==> config.mk <==
export PLATFORM = sky130hd
export DESIGN_NAME = mem_access_master
export DESIGN_NICKNAME = d
export VERILOG_FILES = /design/src/rtl/mem_access_master.sv
export SDC_FILE = /design/constraint.sdc
export NUM_CORES = 1
export LEC_CHECK = 0
export ABC_CLOCK_PERIOD_IN_PS = 2600
export BUFFER_PORTS_ARGS = -buffer_cell sky130_fd_sc_hd__buf_2
export CAP_MARGIN = 10
export CORE_ASPECT_RATIO = 1.75
export CORE_MARGIN = 2
export CORE_UTILIZATION = 50
export CTS_CLUSTER_SIZE = 20
export DETAILED_ROUTE_END_ITERATION = 10
export GPL_ROUTABILITY_DRIVEN = 0
export MAX_ROUTING_LAYER = met4
export PLACE_DENSITY = 0.77
export SLEW_MARGIN = 20
export SYNTH_ARGS = -nofsm -noshare
export SYNTH_HDL_FRONTEND = slang
export SYNTH_SLANG_ARGS = --single-unit
==> constraint.sdc <==
create_clock -name clk -period 2.6 [get_ports clk]
set_input_delay 0.26 -clock clk [delete_from_list [all_inputs] [get_ports clk]]
set_output_delay 0.26 -clock clk [all_outputs]
set_load 0.02 [all_outputs]
==> src/rtl/mem_access_master.sv <==
// MEM-stage load/store bus initiator: alignment/range check, one word-aligned bus
// transfer with byte enables, load-data extraction and timeout reporting.
module mem_access_master #(
    parameter logic [31:0] DM_BYTES = 32'h4000,
    parameter int unsigned TIMEOUT  = 16
) (
    input  logic        clk,
    input  logic        reset,
    input  logic        req_valid,
    input  logic        req_store,
    input  logic [1:0]  req_width,
    input  logic        req_sext,
    input  logic [31:0] req_addr,
    input  logic [31:0] req_wdata,
    output logic        stall,
    output logic [31:0] rdata,
    output logic        rdata_valid,
    output logic        exc_adel,
    output logic        exc_ades,
    output logic        bus_err,
    output logic        bus_req,
    output logic        bus_we,
    output logic [31:0] bus_addr,
    output logic [3:0]  bus_be,
    output logic [31:0] bus_wdata,
    input  logic [31:0] bus_rdata,
    input  logic        bus_ack
);

    localparam int unsigned TW = 16;
    localparam logic [TW-1:0] TMO_LAST = TW'(TIMEOUT - 1);
    localparam logic [1:0] W_WORD = 2'b00;
    localparam logic [1:0] W_HALF = 2'b01;
    localparam logic [1:0] W_BYTE = 2'b10;

    typedef enum logic [1:0] {
        ST_IDLE = 2'b00,
        ST_BUS  = 2'b01,
        ST_DONE = 2'b10
    } state_t;

    state_t        r_state;
    state_t        w_next;
    logic [TW-1:0] r_timer;
    logic [1:0]    r_lo;
    logic [1:0]    r_width;
    logic          r_sext;
    logic [31:0]   r_rdata;
    logic          r_rdata_valid;
    logic          r_bus_err;
    logic          r_bus_req;
    logic          r_bus_we;
    logic [31:0]   r_bus_addr;
    logic [3:0]    r_bus_be;
    logic [31:0]   r_bus_wdata;

    logic          w_bad;
    logic          w_start;
    logic          w_ack;
    logic          w_tmo;
    logic [3:0]    w_be;
    logic [31:0]   w_wdata;
    logic [7:0]    w_byte;
    logic [15:0]   w_half;
    logic [31:0]   w_ext;

    // Address error: reserved width, misaligned half/word, or outside the data space
    assign w_bad = (req_width == 2'b11)
                 | ((req_width == W_HALF) & req_addr[0])
                 | ((req_width == W_WORD) & (req_addr[1:0] != 2'b00))
                 | (req_addr >= DM_BYTES);

    always_comb begin
        w_next  = r_state;
        w_start = 1'b0;
        w_ack   = 1'b0;
        w_tmo   = 1'b0;
        case (r_state)
            ST_IDLE: begin
                if (req_valid && !w_bad) begin
                    w_start = 1'b1;
                    w_next  = ST_BUS;
                end
            end
            ST_BUS: begin
                if (bus_ack) begin
                    w_ack  = 1'b1;
                    w_next = ST_DONE;
                end else if (r_timer == TMO_LAST) begin
                    w_tmo  = 1'b1;
                    w_next = ST_DONE;
                end
            end
            ST_DONE: w_next = ST_IDLE;
            default: w_next = ST_IDLE;
        endcase
    end

    // Stall covers the issuing IDLE cycle and the whole bus wait; released in DONE
    assign stall    = reset & (((r_state == ST_IDLE) & req_valid & ~w_bad) | (r_state == ST_BUS));
    assign exc_adel = (r_state == ST_IDLE) & req_valid & w_bad & ~req_store;
    assign exc_ades = (r_state == ST_IDLE) & req_valid & w_bad & req_store;

    // Store lane placement
    always_comb begin
        w_be    = 4'b1111;
        w_wdata = req_wdata;
        if (req_store) begin
            case (req_width)
                W_BYTE: begin
                    w_be    = 4'b0001 << req_addr[1:0];
                    w_wdata = {4{req_wdata[7:0]}};
                end
                W_HALF: begin
                    w_be    = req_addr[1] ? 4'b1100 : 4'b0011;
                    w_wdata = {2{req_wdata[15:0]}};
                end
                default: begin
                    w_be    = 4'b1111;
                    w_wdata = req_wdata;
                end
            endcase
        end
    end

    // Load lane extraction and extension
    always_comb begin
        w_byte = bus_rdata[7:0];
        case (r_lo)
            2'd0:    w_byte = bus_rdata[7:0];
            2'd1:    w_byte = bus_rdata[15:8];
            2'd2:    w_byte = bus_rdata[23:16];
            default: w_byte = bus_rdata[31:24];
        endcase
        w_half = r_lo[1] ? bus_rdata[31:16] : bus_rdata[15:0];
        case (r_width)
            W_HALF:  w_ext = {{16{r_sext & w_half[15]}}, w_half};
            W_BYTE:  w_ext = {{24{r_sext & w_byte[7]}}, w_byte};
            default: w_ext = bus_rdata;
        endcase
    end

    always_ff @(posedge clk or negedge reset) begin
        if (!reset) begin
            r_state <= ST_IDLE;
        end else begin
            r_state <= w_next;
        end
    end

    always_ff @(posedge clk or negedge reset) begin
        if (!reset) begin
            r_timer       <= '0;
            r_lo          <= '0;
            r_width       <= '0;
            r_sext        <= 1'b0;
            r_rdata       <= '0;
            r_rdata_valid <= 1'b0;
            r_bus_err     <= 1'b0;
            r_bus_req     <= 1'b0;
            r_bus_we      <= 1'b0;
            r_bus_addr    <= '0;
            r_bus_be      <= '0;
            r_bus_wdata   <= '0;
        end else begin
            r_rdata_valid <= w_ack | w_tmo;
            r_bus_err     <= w_tmo;
            r_bus_req     <= (w_next == ST_BUS);
            if (w_start) begin
                r_timer     <= '0;
                r_lo        <= req_addr[1:0];
                r_width     <= req_width;
                r_sext      <= req_sext;
                r_bus_we    <= req_store;
                r_bus_addr  <= {req_addr[31:2], 2'b00};
                r_bus_be    <= w_be;
                r_bus_wdata <= w_wdata;
            end else if ((r_state == ST_BUS) && !bus_ack) begin
                r_timer <= r_timer + TW'(1);
            end
            if (w_ack) begin
                r_rdata <= r_bus_we ? 32'h0 : w_ext;
            end else if (w_tmo) begin
                r_rdata <= 32'h0;
            end
        end
    end

    assign rdata       = r_rdata;
    assign rdata_valid = r_rdata_valid;
    assign bus_err     = r_bus_err;
    assign bus_req     = r_bus_req;
    assign bus_we      = r_bus_we;
    assign bus_addr    = r_bus_addr;
    assign bus_be      = r_bus_be;
    assign bus_wdata   = r_bus_wdata;

endmodule
==> results of run 1 <==
-- path summary, 6_finish.rpt --
check / from / to / slack (ns) / cells past startpoint
worst min-delay path: reset / bus_wdata[7]$_DFFE_PN0P_ / -0.02 / 2
max in group asynchronous: reset / rdata[3]$_DFFE_PN0P_ / 2.17 / 2
worst min register to register: bus_addr[28]$_DFFE_PN0P_ / bus_addr[28]$_DFFE_PN0P_ / 0.49 / 1
worst max-delay path: r_state[1]$_DFF_PN0_ / stall / 0.40 / 6
worst max register to register: r_timer[7]$_DFFE_PN0P_ / rdata[22]$_DFFE_PN0P_ / 0.42 / 4
min in group clk: req_addr[11] / bus_addr[11]$_DFFE_PN0P_ / 0.07 / 2
-- power by group --
group | total [mW] | switching (mW) | internal [mW]
Combinational | 0.243 | 0.144 | 0.0986
Sequential | 1.95 | 0.0000594 | 1.95
Clock | 2.47 | 0.919 | 1.55
-- registers in the layout (all words and copies together), names as in the netlist --
signal and cells:
bus_err 1, bus_wdata 32, rdata_valid 1, bus_addr 30
r_width 2, rdata 32, r_timer 16, r_sext 1
r_lo 2, bus_req 1, r_state 2, bus_we 1
bus_be 4
-- layer usage --
| metal | vias to the layer above | wire length [microns] | track usage, % |
|---|---|---|---|
| met5 | - | 0 | - |
| met4 | 0 | 565 | 12.86 |
| met3 | 40 | 1033 | 5.786 |
| met2 | 236 | 8267 | 44.38 |
| met1 | 2393 | 5847 | 29.91 |
| li1 | 2257 | - | - |
-- layout make-up --
| type | instances | area [sq um] | share of cell area [%] |
|---|---|---|---|
| Multi-Input combinational cell | 338 | 2360 | 31.43 |
| Tap cell | 132 | 165.2 | 2.200 |
| Inverter | 26 | 97.59 | 1.300 |
| Timing Repair Buffer | 217 | 1136 | 15.13 |
| Clock inverter | 14 | 181.4 | 2.417 |
| Clock buffer | 18 | 439.2 | 5.850 |
| Sequential cell | 125 | 3128 | 41.67 |
-- cells in the mapped netlist (3+ instances only) --
cell	count	area [sq um]
buf_2	12	60.06
a32o_1	15	150.1
dfrtp_1	125	3128
a22oi_1	8	60.06
ha_1	7	87.58
a21oi_1	20	100.1
nor2b_1	21	131.4
xnor2_1	4	35.03
nand2b_1	22	137.6
nand2_1	34	127.6
nor4_1	7	43.79
nor2_1	40	150.1
clkbuf_1	20	75.07
a31oi_1	3	18.77
nand3_1	13	65.06
inv_1	26	97.59
and2_1	3	18.77
a221o_1	24	240.2
mux2_2	33	371.6
o211ai_1	17	127.6
o21bai_1	3	22.52
xor2_1	11	96.34
o21ai_0	30	150.1
-- kinds of logic (layout without fill, tap and decap cells) --
| kind of cell | after synthesis | count (layout) | synth area share (%) |
|---|---|---|---|
| xor gates and xnor gates | 15 | 15 | 2.285 |
| other | 1 | 2 | 0.06523 |
| DFF | 125 | 125 | 54.41 |
| and+or+nand+nor | 155 | 155 | 14.15 |
| muxes | 34 | 34 | 6.855 |
| AOI/OAI and AO/OA | 125 | 125 | 15.95 |
| adders and majority gates | 7 | 7 | 1.523 |
| buffers and inverters | 63 | 275 | 4.766 |
-- metrics by stage --
stage	hold WS [ns]	cells	util, %
after floorplan	-0.03559	526	-
after global placement	0.4504	838	61.64
after detailed placement	0.4544	838	61.64
after CTS	0.01773	870	67.19
after global routing	0.01210	870	67.23
final	-0.02064	870	67.23
==> flow_summary.json, run 1 <==
{
  "status": "complete, but fails checks",
  "violations": "hold timing",
  "die_width_microns": 85.06,
  "cts_tree": "done",
  "required_ns": 2.34,
  "wl_per_cell_microns": 18.06,
  "port_buffers": 208,
  "period_needed_ns": 2.204,
  "cp-start-kind": "register",
  "synth_ff_type": "dfrtp_1",
  "final_common_cell": "buf_2",
  "final_layout_size_suffix_gt1_share_pct": 39.43,
  "nNetsFinal": 836,
  "power.density_mw_per_mm2": 620.9,
  "seq_area_frac_synth_pct": 54.41,
  "path_buf_inv": 2,
  "setup_slack_ns": 0.3964,
  "diodes": 0,
  "ir_drop_uv": 524.7,
  "finalSetupViolCount": 0,
  "slew_headroom_pct": 42.23,
  "clkLatencyLatePin_ns": 0.42,
  "clock-sinks": 125,
  "grt_pass1_wl_microns": 25340,
  "cp_slowest_cell": "dfrtp_1",
  "first_global_vias": 5132,
  "postCtsHoldBufs": 0,
  "dpl_worst_slack_ns": 0.3444,
  "synth_cell_types": 43,
  "post-route-cell-area_sq_mm": 0.007507,
  "hold_class": "primary input to async pin",
  "ioPinCount": 211,
  "fillers": 857,
  "fmaxAchievable_mhz": 453.8,
  "grt_util_all_layers_pct": 26.63,
  "maxCapViolations": 0,
  "critPathArrivalTime_ns": 1.94,
  "cts_buffers": 17,
  "worst_pin_slew_ns": 0.8632,
  "dp_hpwl_microns": 11500,
  "first_pass_iters": 5,
  "path_class": "register to output pin",
  "clock_path_buffers": 2,
  "yosys_warnings": 0,
  "gr-total-overflow": 0,
  "syn_inst": 525,
  "cts-root-buf": "clkbuf_16",
  "syn-cell-area_sq_mm": 0.005749,
  "synth_edf_count": 0,
  "grt_max_degree": 126,
  "antenna_found_initial": 0,
  "via_per_inst": 5.662,
  "drt-total-wl_microns": 15710,
  "cts_setup_buffers": 0,
  "ys_seq_elements": 125,
  "mostFrequentLayoutCells": "buf_2, dfrtp_1, nor2_1",
  "fin_crit_sh_pct": 84.75,
  "dpl-instance-area_sq_mm": 0.006883,
  "fin_hold_ws_ns": -0.02064,
  "drc_errors": 0,
  "cpPeakStageDelay_ns": 0.38,
  "die_h_microns": 145.9,
  "maxSlewViolCount": 0,
  "path_cells": "nor2_1 > nand2_1 > nor3_2 > buf_12 > o21a_1 > buf_2",
  "crit_family": "simple AND/OR/NAND/NOR gates",
  "routed-via-count": 4926,
  "clk_pin_slew_ns": 0.06,
  "rows": 51,
  "cts.htree.levels": 4,
  "ant_nets": 0,
  "fin_skew_ns": 0.009730,
  "area_delta_synth_final_pct": 30.58,
  "setup_tns_ns": 0,
  "power.total_mw": 4.661,
  "syn_area_per_cell_sq_um": 10.95,
  "core-area_sq_mm": 0.01117,
  "start_util_pct": 51.48,
  "crit_path_max_fanout": 68,
  "dr.first_iter.drc_count": 265,
  "die-area_sq_mm": 0.01241,
  "cts_resized": 0,
  "p_leak_nw": 4.034,
  "hold_viol_final": 50,
  "async_flop_share_pct": 100.0,
  "rsz0062_at_grt": "false",
  "cp-end-kind": "output pin"
}
Note: power is estimated with default switching activity, not from simulation.
==> inputs of run 2 (changes only) <==
Settings changed: ABC_CLOCK_PERIOD_IN_PS 2600 to 2060.
Clock period 2.6 ns to 2.06 ns, I/O delays scaled along.
==> run 2 against run 1 <==
Net effect: the run now ends clean; critical path type unchanged; total power is 34% higher; sequential share of layout area is 1.6 points lower; setup slack worse by 0.35 ns.
==> flow_summary.json, run 2 (synthesis gave the netlist of run 1 again) <==
{
  "setup_slack_ns": 0.04815,
  "ioPinCount": 211,
  "drt-total-wl_microns": 16470,
  "clock_path_buffers": 2,
  "antenna_found_initial": 0,
  "fillers": 810,
  "path_cells": "nor2_1 > nand2_2 > nor3_4 > buf_8 > o21a_1 > buf_2",
  "rsz0062_at_grt": "false",
  "startpoint": "r_state[1]$_DFF_PN0_",
  "multi_input_area_sq_mm": 0.002404,
  "fin_skew_ns": 0.007119,
  "slew_headroom_pct": 55.21,
  "endpoint": "stall",
  "finalNonFillerCells": 898,
  "ant_nets": 0,
  "critPathArrivalTime_ns": 1.81,
  "cp_slowest_cell": "dfrtp_1",
  "hold_class": "primary input to register",
  "use_met1_pct": 30.97,
  "grt-busiest-layer": "met2",
  "worst_pin_slew_ns": 0.6694,
  "grt_pass1_wl_microns": 26290,
  "grt_max_degree": 63,
  "crit_path_max_fanout": 6,
  "dp_hpwl_microns": 11980,
  "wl_per_cell_microns": 18.34,
  "r2r-end": "rdata[5]$_DFFE_PN0P_",
  "required_ns": 1.85,
  "cp-start-kind": "register",
  "drc_errors": 0,
  "dpl_worst_slack_ns": -0.01702,
  "period_needed_ns": 2.012,
  "clkLatencyLatePin_ns": 0.41,
  "final_layout_size_suffix_gt1_share_pct": 42.04,
  "power.density_mw_per_mm2": 797.6,
  "status": "finished, final reports clean",
  "path_class": "register to output pin",
  "first_pass_iters": 5,
  "rows": 51,
  "area_delta_synth_final_pct": 35.93,
  "core-area_sq_mm": 0.01117,
  "maxSlewViolCount": 0,
  "cts_tree": "done",
  "p_leak_nw": 4.212,
  "dr.first_iter.drc_count": 258,
  "grt_util_all_layers_pct": 27.62,
  "reg2reg_depth": 7,
  "clk_pin_slew_ns": 0.06,
  "ir_drop_uv": 657.2,
  "die_width_microns": 85.06,
  "fmaxAchievable_mhz": 497.1,
  "via_per_inst": 5.683,
  "die_h_microns": 145.9,
  "ff2ff_setup_slack_ns": 0.12,
  "r2r-start": "r_timer[8]$_DFFE_PN0P_",
  "routed-via-count": 5103,
  "cts-root-buf": "clkbuf_16",
  "diodes": 0,
  "ff_latch_area_sq_mm": 0.003128,
  "finalSetupViolCount": 0,
  "cp-end-kind": "output pin",
  "clock-sinks": 125,
  "die-area_sq_mm": 0.01241,
  "dp.cells": 858,
  "gr-total-overflow": 0,
  "fin_hold_ws_ns": 0.02488,
  "port_buffers": 208,
  "first_global_vias": 5404,
  "fin_crit_sh_pct": 97.66,
  "cts_buffers": 17,
  "nNetsFinal": 864,
  "final_common_cell": "buf_2",
  "cts.htree.levels": 4,
  "maxCapViolations": 0,
  "start_util_pct": 51.48,
  "grt_util_met3_pct": 6.693,
  "hold_viol_final": 0,
  "mostFrequentLayoutCells": "buf_2, dfrtp_1, nor2_1",
  "cpPeakStageDelay_ns": 0.38,
  "use_met2_pct": 44.96
}
==> run 2: changes by cell type in the layout (fill, tap and decap cells not counted), moves of 2 or more <==
cell / change
inv_6: -3
buf_4: +25
clkinv_4: -3
nor4_1: -3
nor4_2: +3
bufinv_16: +3
clkinvlp_4: +2
==> run 2: area by class of cell <==
type	instances	share of cell area (%)
clock buffers	19	5.796
clock inverters	13	2.994
inverters	26	1.249
multi-input cells	339	30.76
flip-flops and latches	125	40.03
well taps	132	2.113
repair buffers	244	17.07
==> run 2: per-stage QoR <==
step           power (mW)  util (%)  setup TNS [ns]  instance area [sq um]
5_1_grt             6.413     69.98               0                   7815
4_1_cts             6.266     69.32       -0.003847                   7741
6_report            6.233     69.98               0                   7815
3_5_place_dp        2.813     62.87        -0.04087                   7020
2_1_floorplan       2.599         -               0                   5753
3_3_place_gp        2.807     62.87               0                   7020
==> run 2: power breakdown <==
part / leakage (nW) / switching, mW / total (mW) / internal (mW)
sequential: 1.65 / 0.0000757 / 2.46 / 2.46
clock: 0.327 / 1.11 / 3.46 / 2.34
combinational: 2.24 / 0.189 / 0.320 / 0.131
total: 4.21 / 1.30 / 6.23 / 4.93
==> run 2: how the worst min path moves through the flow <==
stage,endpoint,start,cells after the start,slack (ns)
after global routing,bus_addr[3]$_DFFE_PN0P_,req_addr[3],2,0.004
after global placement,bus_req$_DFF_PN0_,reset,1,0.13
after CTS,bus_addr[3]$_DFFE_PN0P_,req_addr[3],2,0.009
after detailed placement,r_timer[0]$_DFFE_PN0P_,reset,1,0.14
after floorplan,bus_addr[10]$_DFFE_PN0P_,reset,0,-0.09
final,bus_addr[11]$_DFFE_PN0P_,req_addr[11],2,0.02
==> run 2: repair_timing <==
action / in CTS / in global routing
setup endpoints to repair: 15 / 23
hold buffers: 1 / 0
gates resized for setup: 2 / 7
pin swaps: 2 / 1
setup buffers: 1 / 4
endpoints found under the hold margin: 23 / 0
gates cloned: 1 / 1
==> run 2: metal layers <==
layer | vias to the layer above | routed length [microns] | share of wire [%]
li1 | 2316 | - | -
met3 | 59 | 1077 | 6.5
met2 | 283 | 8504 | 52
met4 | 0 | 796 | 4.8
met5 | - | 0 | 0
met1 | 2445 | 6090 | 37
==> run 2: worst max-delay path, delay by kind of cell (launching register included) <==
| family | cells | cell delay (ns) |
|---|---|---|
| buffers and inverters | 2 | 0.33 |
| AND/OR/NAND/NOR | 3 | 0.54 |
| flip-flops | 1 | 0.38 |
| AO/OA/AOI/OAI | 1 | 0.14 |
==> inputs of run 3 (changes only) <==
Settings changed: BUFFER_PORTS_ARGS -buffer_cell sky130_fd_sc_hd__buf_2 to default, CORE_UTILIZATION 50 to 58, DONT_BUFFER_PORTS from default to 1, PLACE_DENSITY 0.77 to 0.7.
==> run 3 against run 2 <==
Net effect: the flow now finishes with violations (hold timing); via count decreased by 13%; first-iteration DRC count increased by 7.0%; sequential share of layout area up 3.9 points; non-clock buffer count down 159; sequential power barely moved; wire length down 3.2%; die area is 13% lower; clock-buffer cell count decreased by 2; largest power group unchanged.
==> flow_summary.json, run 3 (synthesis gave the netlist of run 1 again) <==
{
  "status": "complete, but fails checks",
  "violations": "hold timing",
  "first_global_vias": 4698,
  "grt_max_degree": 127,
  "power.total_mw": 5.568,
  "cp-start-kind": "register",
  "ir_drop_uv": 721.2,
  "maxSlewViolCount": 0,
  "first_pass_iters": 4,
  "via_per_inst": 6.107,
  "nNetsFinal": 705,
  "clkLatencyLatePin_ns": 0.41,
  "worst_pin_slew_ns": 0.7287,
  "path_class": "register to register",
  "clock_path_buffers": 2,
  "power.density_mw_per_mm2": 782.0,
  "drt-total-wl_microns": 15940,
  "postCtsHoldBufs": 59,
  "drc_errors": 0,
  "grt_util_met3_pct": 8.733,
  "routed-via-count": 4464,
  "cts_tree": "done",
  "ioPinCount": 211,
  "period_needed_ns": 1.959,
  "cts_buffers": 17,
  "grt-busiest-layer": "met2",
  "gr-total-overflow": 0,
  "critPathArrivalTime_ns": 2.25,
  "cp_slowest_cell": "or4b_4",
  "wl_per_cell_microns": 21.80,
  "die-area_sq_mm": 0.01076,
  "clk_pin_slew_ns": 0.05,
  "slew_headroom_pct": 51.42,
  "cts-root-buf": "clkbuf_16",
  "die_h_microns": 135.7,
  "hold_class": "primary input to async pin",
  "required_ns": 2.35,
  "mostFrequentLayoutCells": "dfrtp_1, dlygate4sd3_1, nor2_1",
  "diodes": 0,
  "start_util_pct": 59.09,
  "final_layout_size_suffix_gt1_share_pct": 16.50,
  "crit_family": "simple AND/OR/NAND/NOR gates",
  "path_cells": "or4b_4 > nor4_4 > buf_4 > o21ai_4 > a32o_1",
  "cp-end-kind": "register",
  "path_buf_inv": 1,
  "fmaxAchievable_mhz": 510.5,
  "p_leak_nw": 3.392,
  "core-area_sq_mm": 0.009729,
  "dpl_worst_slack_ns": -0.03673,
  "grt_pass1_wl_microns": 24540,
  "use_met2_pct": 53.44,
  "hold_viol_final": 125,
  "antenna_found_initial": 0,
  "die_width_microns": 79.26,
  "maxCapViolations": 0,
  "rsz0062_at_grt": "false",
  "cpPeakStageDelay_ns": 0.56,
  "cts.htree.levels": 4,
  "fin_hold_ws_ns": -0.5122,
  "fin_skew_ns": 0.006828,
  "crit_path_max_fanout": 17,
  "fillers": 694,
  "dr.first_iter.drc_count": 276,
  "finalSetupViolCount": 0,
  "grt_util_all_layers_pct": 31.24,
  "setup_slack_ns": 0.1011,
  "use_met1_pct": 33.20,
  "rows": 48,
  "ant_nets": 0,
  "final_common_cell": "dfrtp_1",
  "port_buffers": 0,
  "clock-sinks": 125,
  "area_delta_synth_final_pct": 23.85,
  "dp_hpwl_microns": 10270,
  "fin_crit_sh_pct": 95.09
}
## run 3: cell count changes in the layout (fill, tap and decap cells not counted), moves of 2 or more
cell / before / now
nor4_2: 3 / 0
buf_2: 208 / 0
inv_6: 3 / 1
clkbuf_8: 2 / 0
bufinv_16: 6 / 2
clkinvlp_4: 3 / 5
clkinv_2: 1 / 3
clkinv_4: 0 / 3
buf_4: 33 / 25
nor4_1: 4 / 7
dlygate4sd3_1: 1 / 59
## run 3: what timing repair did
item / in CTS / in global routing
pin swaps: 2 / 0
setup endpoints to repair: 16 / 1
gates cloned: 1 / 0
endpoints found under the hold margin: 187 / 125
resized for setup: 2 / 1
buffers inserted: 1 / 0
## run 3: layer usage
layer,vias up,wire [microns]
li1,2004,-
met1,2186,5568
met2,239,8556
met3,35,1245
met4,0,565
met5,-,0
## run 3: layout make-up
cell class | instances | area [sq um] | share of cell area, %
inverters | 26 | 97.59 | 1.371
multi-input cells | 339 | 2376 | 33.37
clock buffers | 17 | 425.4 | 5.974
flip-flops and latches | 125 | 3128 | 43.93
clock inverters | 14 | 147.6 | 2.073
well taps | 125 | 156.4 | 2.196
repair buffers | 85 | 789.5 | 11.09
## run 3: through the flow
step	util (%)	instances	hold slack [ns]	setup TNS (ns)	instance area (sq um)
floorplan	-	526	-0.08959	0	5753
finish	73.19	731	-0.5122	0	7121
global route	73.19	731	-0.5320	0	7121
detailed placement	60.91	639	-0.08578	-0.3918	5926
CTS	73.15	731	-0.5261	0	7117
global placement	60.91	639	-0.08570	0	5926
## run 3: worst paths after layout
kind / from / cells past startpoint / to / slack, ns
min: reset / 0 / r_timer[10]$_DFFE_PN0P_ / -0.51
max reg2reg: r_timer[7]$_DFFE_PN0P_ / 5 / rdata[0]$_DFFE_PN0P_ / 0.10
max in group asynchronous: reset / 0 / bus_wdata[17]$_DFFE_PN0P_ / 2.31
min reg2reg: r_sext$_DFFE_PN0P_ / 1 / r_sext$_DFFE_PN0P_ / 0.55
max: r_timer[7]$_DFFE_PN0P_ / 5 / rdata[0]$_DFFE_PN0P_ / 0.10
min in group clk: req_wdata[4] / 2 / bus_wdata[20]$_DFFE_PN0P_ / 0.01
## run 3: where the power goes
group / total [mW] / switching (mW) / internal, mW / leakage, nW
Sequential: 2.46 / 0.000240 / 2.46 / 1.65
Combinational: 0.222 / 0.0949 / 0.127 / 1.48
Clock: 2.89 / 1.12 / 1.77 / 0.267
